File: config.mk
export PLATFORM = sky130hd
export DESIGN_NAME = sync_fifo
export DESIGN_NICKNAME = d
export VERILOG_FILES = /design/src/rtl/sync_fifo.sv
export SDC_FILE = /design/constraint.sdc
export NUM_CORES = 1
export LEC_CHECK = 0
export CORE_ASPECT_RATIO = 1.5
export CORE_MARGIN = 3
export CORE_UTILIZATION = 60
export CTS_CLUSTER_DIAMETER = 120
export DETAILED_ROUTE_END_ITERATION = 8
export MAX_ROUTING_LAYER = met4
export PLACE_DENSITY = 0.79
export SLEW_MARGIN = 20
export SYNTH_ARGS = -nofsm -noshare
export SYNTH_HDL_FRONTEND = slang
export SYNTH_SLANG_ARGS = --single-unit
export TNS_END_PERCENT = 30
File: constraint.sdc
create_clock -name wclk -period 2.8 [get_ports wclk]
set_clock_uncertainty 0.2 [all_clocks]
set_input_delay 0.28 -clock wclk [delete_from_list [all_inputs] [get_ports wclk]]
set_output_delay 0.28 -clock wclk [all_outputs]
set_load 0.01 [all_outputs]
File: src/rtl/sync_fifo.sv
// ============================================================================
// Module      : sync_fifo
// Description : Single-clock first-word-fall-through FIFO with registered
//               full/empty flags. Optional occupancy output under FIFO_LEVEL_EN.
// Revision    : 1.0 - initial release
// ============================================================================
`default_nettype none

module sync_fifo #(
  parameter int DSIZE = 8,
  parameter int ASIZE = 4
) (
  input  logic             wclk,
  input  logic             wrst_n,
  input  logic [DSIZE-1:0] wdata,
  input  logic             winc,
  output logic             wfull,
  input  logic             rinc,
  output logic [DSIZE-1:0] rdata,
  output logic             rempty
`ifdef FIFO_LEVEL_EN
  ,
  output logic [ASIZE:0]   level
`endif
);

  localparam int               c_DEPTH   = 1 << ASIZE;
  localparam logic [ASIZE:0]   c_PTR_ONE = {{ASIZE{1'b0}}, 1'b1};

  logic [DSIZE-1:0] r_mem [c_DEPTH];

  logic [ASIZE:0]   r_wptr;
  logic [ASIZE:0]   r_rptr;
  logic [ASIZE:0]   w_wptr_nxt;
  logic [ASIZE:0]   w_rptr_nxt;
  logic             r_wfull;
  logic             r_rempty;
  logic             w_wr_en;
  logic             w_rd_en;
  logic [ASIZE-1:0] w_waddr;
  logic [ASIZE-1:0] w_raddr;

  // Requests are qualified by the pre-edge flags, so a full FIFO still pops
  // on a simultaneous read/write and an empty one still pushes.
  assign w_wr_en = winc & ~r_wfull;
  assign w_rd_en = rinc & ~r_rempty;
  assign w_waddr = r_wptr[ASIZE-1:0];
  assign w_raddr = r_rptr[ASIZE-1:0];

  always_comb begin
    w_wptr_nxt = r_wptr;
    w_rptr_nxt = r_rptr;
    if (w_wr_en) w_wptr_nxt = r_wptr + c_PTR_ONE;
    if (w_rd_en) w_rptr_nxt = r_rptr + c_PTR_ONE;
  end

  // Flags are evaluated on the next-state pointers so they never lag them.
  always_ff @(posedge wclk or negedge wrst_n) begin
    if (!wrst_n) begin
      r_wptr   <= '0;
      r_rptr   <= '0;
      r_rempty <= 1'b1;
      r_wfull  <= 1'b0;
    end else begin
      r_wptr   <= w_wptr_nxt;
      r_rptr   <= w_rptr_nxt;
      r_rempty <= (w_wptr_nxt == w_rptr_nxt);
      r_wfull  <= (w_wptr_nxt[ASIZE] != w_rptr_nxt[ASIZE]) &&
                  (w_wptr_nxt[ASIZE-1:0] == w_rptr_nxt[ASIZE-1:0]);
    end
  end

  always_ff @(posedge wclk) begin
    if (w_wr_en) r_mem[w_waddr] <= wdata;
  end

  assign rdata  = r_rempty ? '0 : r_mem[w_raddr];
  assign rempty = r_rempty;
  assign wfull  = r_wfull;

`ifdef FIFO_LEVEL_EN
  logic [ASIZE:0] r_level;

  always_ff @(posedge wclk or negedge wrst_n) begin
    if (!wrst_n) r_level <= '0;
    else         r_level <= w_wptr_nxt - w_rptr_nxt;
  end

  assign level = r_level;
`endif

endmodule

`default_nettype wire

==> run_results.csv <==
group,metric,value,unit
timing,finalSetupViolations,0,
drt,met2_length,5610,um
timing,slew_headroom,60.2,%
yosys,synth_area_leaders,"edfxtp_1 69%, mux4_2 13%, dfrtp_1 5.0%",
placed_design,dp_slack,0.319,ns
timing,worst_pin_slew,0.595,ns
drt,drc,0,
setup_path,cp.arrival,2.26,ns
timing,slew_violations,0,
power,switching_share,30.6,%
clock_network,clock_sinks,140,
floorplanning,start_util,62.2,%
yosys,yosys_warnings,0,
setup_path,rr_startpoint,"r_rptr[0]$_DFF_PN0_",
timing,layout_min_cycle_time,2.74,ns
setup_path,setup.worst_path.end_class,"primary output",
floorplanning,io_pins,22,
floorplanning,coreArea,8930,um^2
layout,n_antenna_cell,0,
clock_network,cts_buffers,17,
setup_path,crit_path_max_incr_delay,0.52,ns
floorplanning,die-height,124,um
timing,layout_setup_ws,0.0551,ns
power,internal_power,4.92,mW
setup_path,path_cells,"buf_12, mux4_2, a22oi_1, a21oi_1, dlygate4sd2_1",
power,seqPwrFrac,39.0,%
floorplanning,dieWidth,84.6,um
placed_design,post-dp-hpwl,6600,um
clock_network,cts_root_buffer,"clkbuf_16",
yosys,synth.distinct_cells,30,
drt,first_iter_violations,286,
yosys,yosysSeqAreaShare,74.6,%
yosys,synth_area,5560,um^2
setup_path,reg2reg_depth,7,
timing,hold_viol,0,
yosys,synth_top_area_share,69.2,%
yosys,syn_nets,287,
drt,dr.max_layer_used,"met4",
power,clkPwrFrac,28.0,%
setup_path,crit_required,2.32,ns
drt,met1_length,4020,um
placed_design,placed_area,5930,um^2
timing,fmax,364,MHz
setup_path,crit_path_max_fanout,18,
setup_path,r2r_slack,0.53,ns
placed_design,numPortBuffers,21,
yosys,ys_ff_latch,140,
layout,areaGrowthSynthToFinish,16.8,%
timing,grt_setup_unrepaired,"no",
power,switching_power,2.17,mW
setup_path,critPathLaunchType,"flip-flop",
power,power.density,1090,nW/um^2
timing,fin_tns_setup,0,ns
floorplanning,rows,42,
clock_network,clkTransAtPathRegs,0.05,ns
yosys,synthArstFlopShare,8.57,%
power,ir_worst_vdd,0.000860,V
drt,wl,10400,um
timing,period_share,98.0,%
clock_network,clk_latency,0.41,ns
yosys,synth_edf_count,128,
global_route,grt_overflow,0,
setup_path,reg2reg_to,"wfull$_DFF_PN0_",
layout,layout-drive-gt1-share,26.1,%
yosys,syn_avg_cell_area,20.6,um^2
clock_network,tritoncts,"done",
layout,final_area,6490,um^2
drt,wl_per_cell,24.3,um
power,p_leak,2.17,nW
power,design_power_total,7.09,mW
setup_path,crit_type,"flip-flop to primary output",
layout,final_cell_mix,"128 x edfxtp_1, 32 x mux4_2, 17 x clkbuf_16",
clock_network,cts_hold_buf,0,
outcome,status,"finished, final reports clean",
clock_network,cts_buffer_depth,2,
clock_network,cts-htree-levels,4,
drt,wl_met3,571,um
worst_hold_path,worst_hold_path_type,"input port to asynchronous set/reset pin",
drt,ant_nets,0,
global_route,first_global_vias,2828,
global_route,antenna_found_initial,0,
setup_path,worst_path_max_delay_cell,"mux4_2",
yosys,synth_area_leader_cell,"edfxtp_1",
job,maxCapViolCount,0,
global_route,track_usage,22.4,%
yosys,netlist_instances,270,
drt,vias,2674,
global_route,grt_max_degree,23,
timing,holdWs,0.0196,ns
floorplanning,dieArea,10500,um^2
yosys,ys.flop_type,"edfxtp_1",
drt,drt-vias-per-instance,6.25,
global_route,grt_pass1_wl,15900,um
placed_design,routabilityCongestion,0.778,
drt,firstDrtPassIters,4,
layout,layout_commonest_cell,"edfxtp_1",
power,power_frac_comb,33.0,%
layout,fin_nets,322,
==> logic make-up after synthesis <==
kind of cell	after synthesis	share of synthesized area, %
and+or+nand+nor	36	4.30
DFF	140	74.6
buffers and inverters	18	1.55
muxes	34	13.5
xor gates and xnor gates	13	2.05
adders and majority gates	5	1.13
AOI/OAI and AO/OA	24	2.88
==> timing repair <==
item,CTS,global route
gates resized for setup,14,0
setup endpoints to repair,8,0
setup buffers,1,0
==> sequential cells by signal, summed over array words and instances (netlist names) <==
name / flops
r_mem: 128
wfull: 1
rempty: 1
r_rptr: 5
r_wptr: 5
==> worst max path at each step <==
stage	end	cells past startpoint	startpoint	slack, ns
finish	rdata[4]	5	r_rptr[0]$_DFF_PN0_	0.06
global route	rdata[4]	5	r_rptr[0]$_DFF_PN0_	0.009
CTS	rdata[4]	5	r_rptr[0]$_DFF_PN0_	0.05
detailed placement	rdata[0]	5	r_rptr[0]$_DFF_PN0_	0.32
global placement	rdata[5]	5	r_rptr[0]$_DFF_PN0_	0.34
floorplan	rdata[2]	5	r_rptr[0]$_DFF_PN0_	0.68
==> final cells by class <==
cell class	instances	area [um^2]
well taps	110	138
clock buffers	17	425
clock inverters	15	108
fillers	539	2440
multi-input cells	112	1360
inverters	5	18.8
flip-flops and latches	140	4150
repair buffers	29	298
==> cell usage after synthesis, drive strengths merged (2+ instances only) <==
cell,number
mux4,32
mux2,2
edfxtp,128
nand3b,2
xnor2,5
and2,16
nor3b,3
dfrtp,11
a21oi,8
nor2b,3
clkbuf,3
inv,5
xor2,8
nor3,2
a22oi,16
ha,5
nor2,2
buf,10
nand3,2
nand2b,2
==> routing by layer <==
| layer | vias up | global-route usage, % |
|---|---|---|
| li1 | 1170 | - |
| met1 | 1375 | 26.7 |
| met2 | 111 | 37.1 |
| met3 | 18 | 5.10 |
| met4 | 0 | 9.60 |
| met5 | - | - |
==> critical path, delay by kind of cell (launching register included) <==
family | cells | cell delay (ns)
AO/OA/AOI/OAI | 2 | 0.40
buffers and inverters | 2 | 0.52
flip-flops | 1 | 0.40
multiplexers | 1 | 0.52
==> metrics by stage <==
stage | utilization, % | instances
floorplan | - | 270
global placement | 66.4 | 395
detailed placement | 66.4 | 395
CTS | 72.6 | 428
global route | 72.6 | 428
finish | 72.6 | 428
==> power groups by stage <==
| stage | clock [mW] | combinational (mW) | sequential, mW |
|---|---|---|---|
| 2_1_floorplan | 0 | 1.55 | 2.72 |
| 3_3_place_gp | 0 | 2.33 | 2.78 |
| 3_5_place_dp | 0 | 2.37 | 2.80 |
| 4_1_cts | 2.01 | 2.37 | 2.76 |
| 5_1_grt | 2.08 | 2.50 | 2.79 |
| 6_report | 1.99 | 2.34 | 2.76 |
(Power assumes the default switching activity.)
==> variant: new RTL, config.mk and constraints unchanged <==
The option `FIFO_LEVEL_EN` is turned on by a define.
--- a/src/rtl/sync_fifo.sv
+++ b/src/rtl/sync_fifo.sv
@@ -6,4 +6,6 @@
 // ============================================================================
 `default_nettype none
+
+`define FIFO_LEVEL_EN
 
 module sync_fifo #(
Function (old outputs only; new: level): kept (Yosys induction, for registers that start in step).
==> variant against the original RTL <==
- the run now ends with setup timing left
- final area grew 10%
- area after synthesis grew 8.6%
- sequential power grew 4%
- routed wire length grew 25%
- first-iteration DRC count shrank 2.1%
- register-to-register slack lost 0.35 ns
- fmax shrank 5.3%
- setup slack lost 0.15 ns
- sequential cell count grew 5
- hold slack gained 0.11 ns
- total power grew 17%
- critical path type unchanged
- largest power group is now combinational cells
- highest routed layer unchanged
==> variant: results (changes against the original RTL) <==
- initial antenna violation count: 0, unchanged
- worst IR drop on VDD: 1.01 mV, was 0.860 mV
- deepest clock path buffer count: 2, unchanged
- DRC violation total after the first TritonRoute iteration: 280, was 286
- setup violation total in the final timing report: 8, was 0
- number of nets in the layout: 371, was 322
- post-CTS sizing: 39, was 14
- violations in the final reports: setup timing
- leading cell types by count after synthesis: sky130_fd_sc_hd__edfxtp_1, sky130_fd_sc_hd__mux4_2, sky130_fd_sc_hd__dfrtp_1, was sky130_fd_sc_hd__edfxtp_1, sky130_fd_sc_hd__mux4_2, sky130_fd_sc_hd__a22oi_1, sky130_fd_sc_hd__and2_1, sky130_fd_sc_hd__dfrtp_1
- data arrival at the endpoint of the critical path: 2.42 ns, was 2.26 ns
- post-layout worst setup margin: -0.0985 ns, was 0.0551 ns
- WHS: 0.126 ns, was 0.0196 ns
- aggregate negative setup slack: -0.428 ns, was 0 ns
- GPL Wtd Cong: 0.789, was 0.778
- proportion of synthesized chip area in sequential cells: 70.8%, was 74.6%
- layout cells sized above 1: 29.8%, was 26.1%
- Cell variety after synth: 45, was 30
- number of global-route vias before repair: 3204, was 2828
- GRT Total Usage: 26.2%, was 22.4%
- worst r2r path cells: 8, was 7
- Setup Buffers After CTS: 6, was 1
- Yosys warnings: 0, unchanged
- setup slack on the worst flop-to-flop path: 0.18 ns, was 0.53 ns
- number of I/O port buffers: 26, was 21
- number of vias after detailed routing: 3037, was 2674
- flip-flop count of the largest register, all copies and words added: 128, unchanged
- Layout fillers: 532, was 539
- leakage component of the power: 2.51 nW, was 2.17 nW
- cell types with the largest area share after synthesis: sky130_fd_sc_hd__edfxtp_1, sky130_fd_sc_hd__mux4_2, sky130_fd_sc_hd__dfrtp_1, sky130_fd_sc_hd__mux4_1, sky130_fd_sc_hd__ha_1, was sky130_fd_sc_hd__edfxtp_1, sky130_fd_sc_hd__mux4_2, sky130_fd_sc_hd__dfrtp_1, sky130_fd_sc_hd__a22oi_1, sky130_fd_sc_hd__and2_1
- worst setup path endpoint: rdata[7], was rdata[4]
- wire length of the first global-routing pass: 19.6 mm, was 15.9 mm
- clock root buffer master: sky130_fd_sc_hd__clkbuf_16, unchanged
- proportion of synthesized flip-flops having asynchronous set or reset: 11.7%, was 8.57%
- relative max-transition margin: 47.4%, was 60.2%
- run status: complete, but fails checks, was completed
- total number of H-tree levels: 4, unchanged
- post-detail-place hpwl: 7.75 mm, was 6.60 mm
- hold crit path type: in -> async, unchanged
- crit path launch: r_rptr[0], unchanged
- total gr overflow: 0, unchanged
- detailed-route wire length: 13.0 mm, was 10.4 mm
- Post-synth EDFFs: 128, unchanged
- primary flip-flop cell chosen by synthesis mapping: sky130_fd_sc_hd__edfxtp_1, unchanged
- first-pass detailed-route iteration total: 4, unchanged
- delay-heaviest family, CP: multiplexers, was buffers and inverters
- Max stage delay cell, worst path: sky130_fd_sc_hd__mux4_2, unchanged
- reg-to-reg endpoint: level[4], was wfull
- Worst Path Max Fanout: 6, was 18
- Top reg by flops: r_mem, unchanged
- synthesized net count: 317, was 287
- Final Max Slew Viols: 0, unchanged
variant: cell count changes in the layout (fill, tap and decap cells not counted), moves of 7 or more:
cell	unedited run	this run
sky130_fd_sc_hd__mux4_2	32	40
sky130_fd_sc_hd__inv_1	5	14
sky130_fd_sc_hd__a21oi_1	8	0
sky130_fd_sc_hd__a22oi_1	10	0
sky130_fd_sc_hd__dlygate4sd2_1	8	0
sky130_fd_sc_hd__nor2b_1	3	10
variant: layout make-up:
cell class | count | share of cell area, %
clock buffer | 17 | 5.94
clock inverter | 15 | 2.74
inverter | 14 | 0.733
multi-input combinational | 126 | 22.1
sequential | 145 | 59.6
tap | 115 | 2.01
timing repair buffer | 46 | 6.84
variant: kinds of logic after synthesis:
logic type / synth area share (%)
AOI/OAI and AO/OA: 1.80
xor gates and xnor gates: 1.43
adders and majority gates: 1.99
buffers and inverters: 2.51
DFF: 70.8
muxes: 15.7
and+or+nand+nor: 5.74
variant: metal layers:
metal	GRT usage (%)	wire, um
met2	41.6	6980
met1	32.1	4830
met3	6.98	855
met5	-	0
met4	10.6	363
variant: through the flow:
step / area, sq um / util, % / std cells / power (W) / worst slack, ns
after floorplan: 6030 / - / 296 / 0.00480 / 0.443
after global placement: 6500 / 66.7 / 440 / 0.00571 / 0.0628
after detailed placement: 6500 / 66.7 / 440 / 0.00581 / 0.0238
after CTS: 7240 / 74.3 / 480 / 0.00838 / -0.176
after global routing: 7170 / 73.5 / 478 / 0.00870 / -0.144
final: 7170 / 73.5 / 478 / 0.00832 / -0.0985
variant: power by group:
part	switching [W]	total [W]	internal [W]
sequential	0.000197	0.00287	0.00268
clock	0.000835	0.00239	0.00156
combinational	0.00142	0.00306	0.00164
total	0.00245	0.00832	0.00587
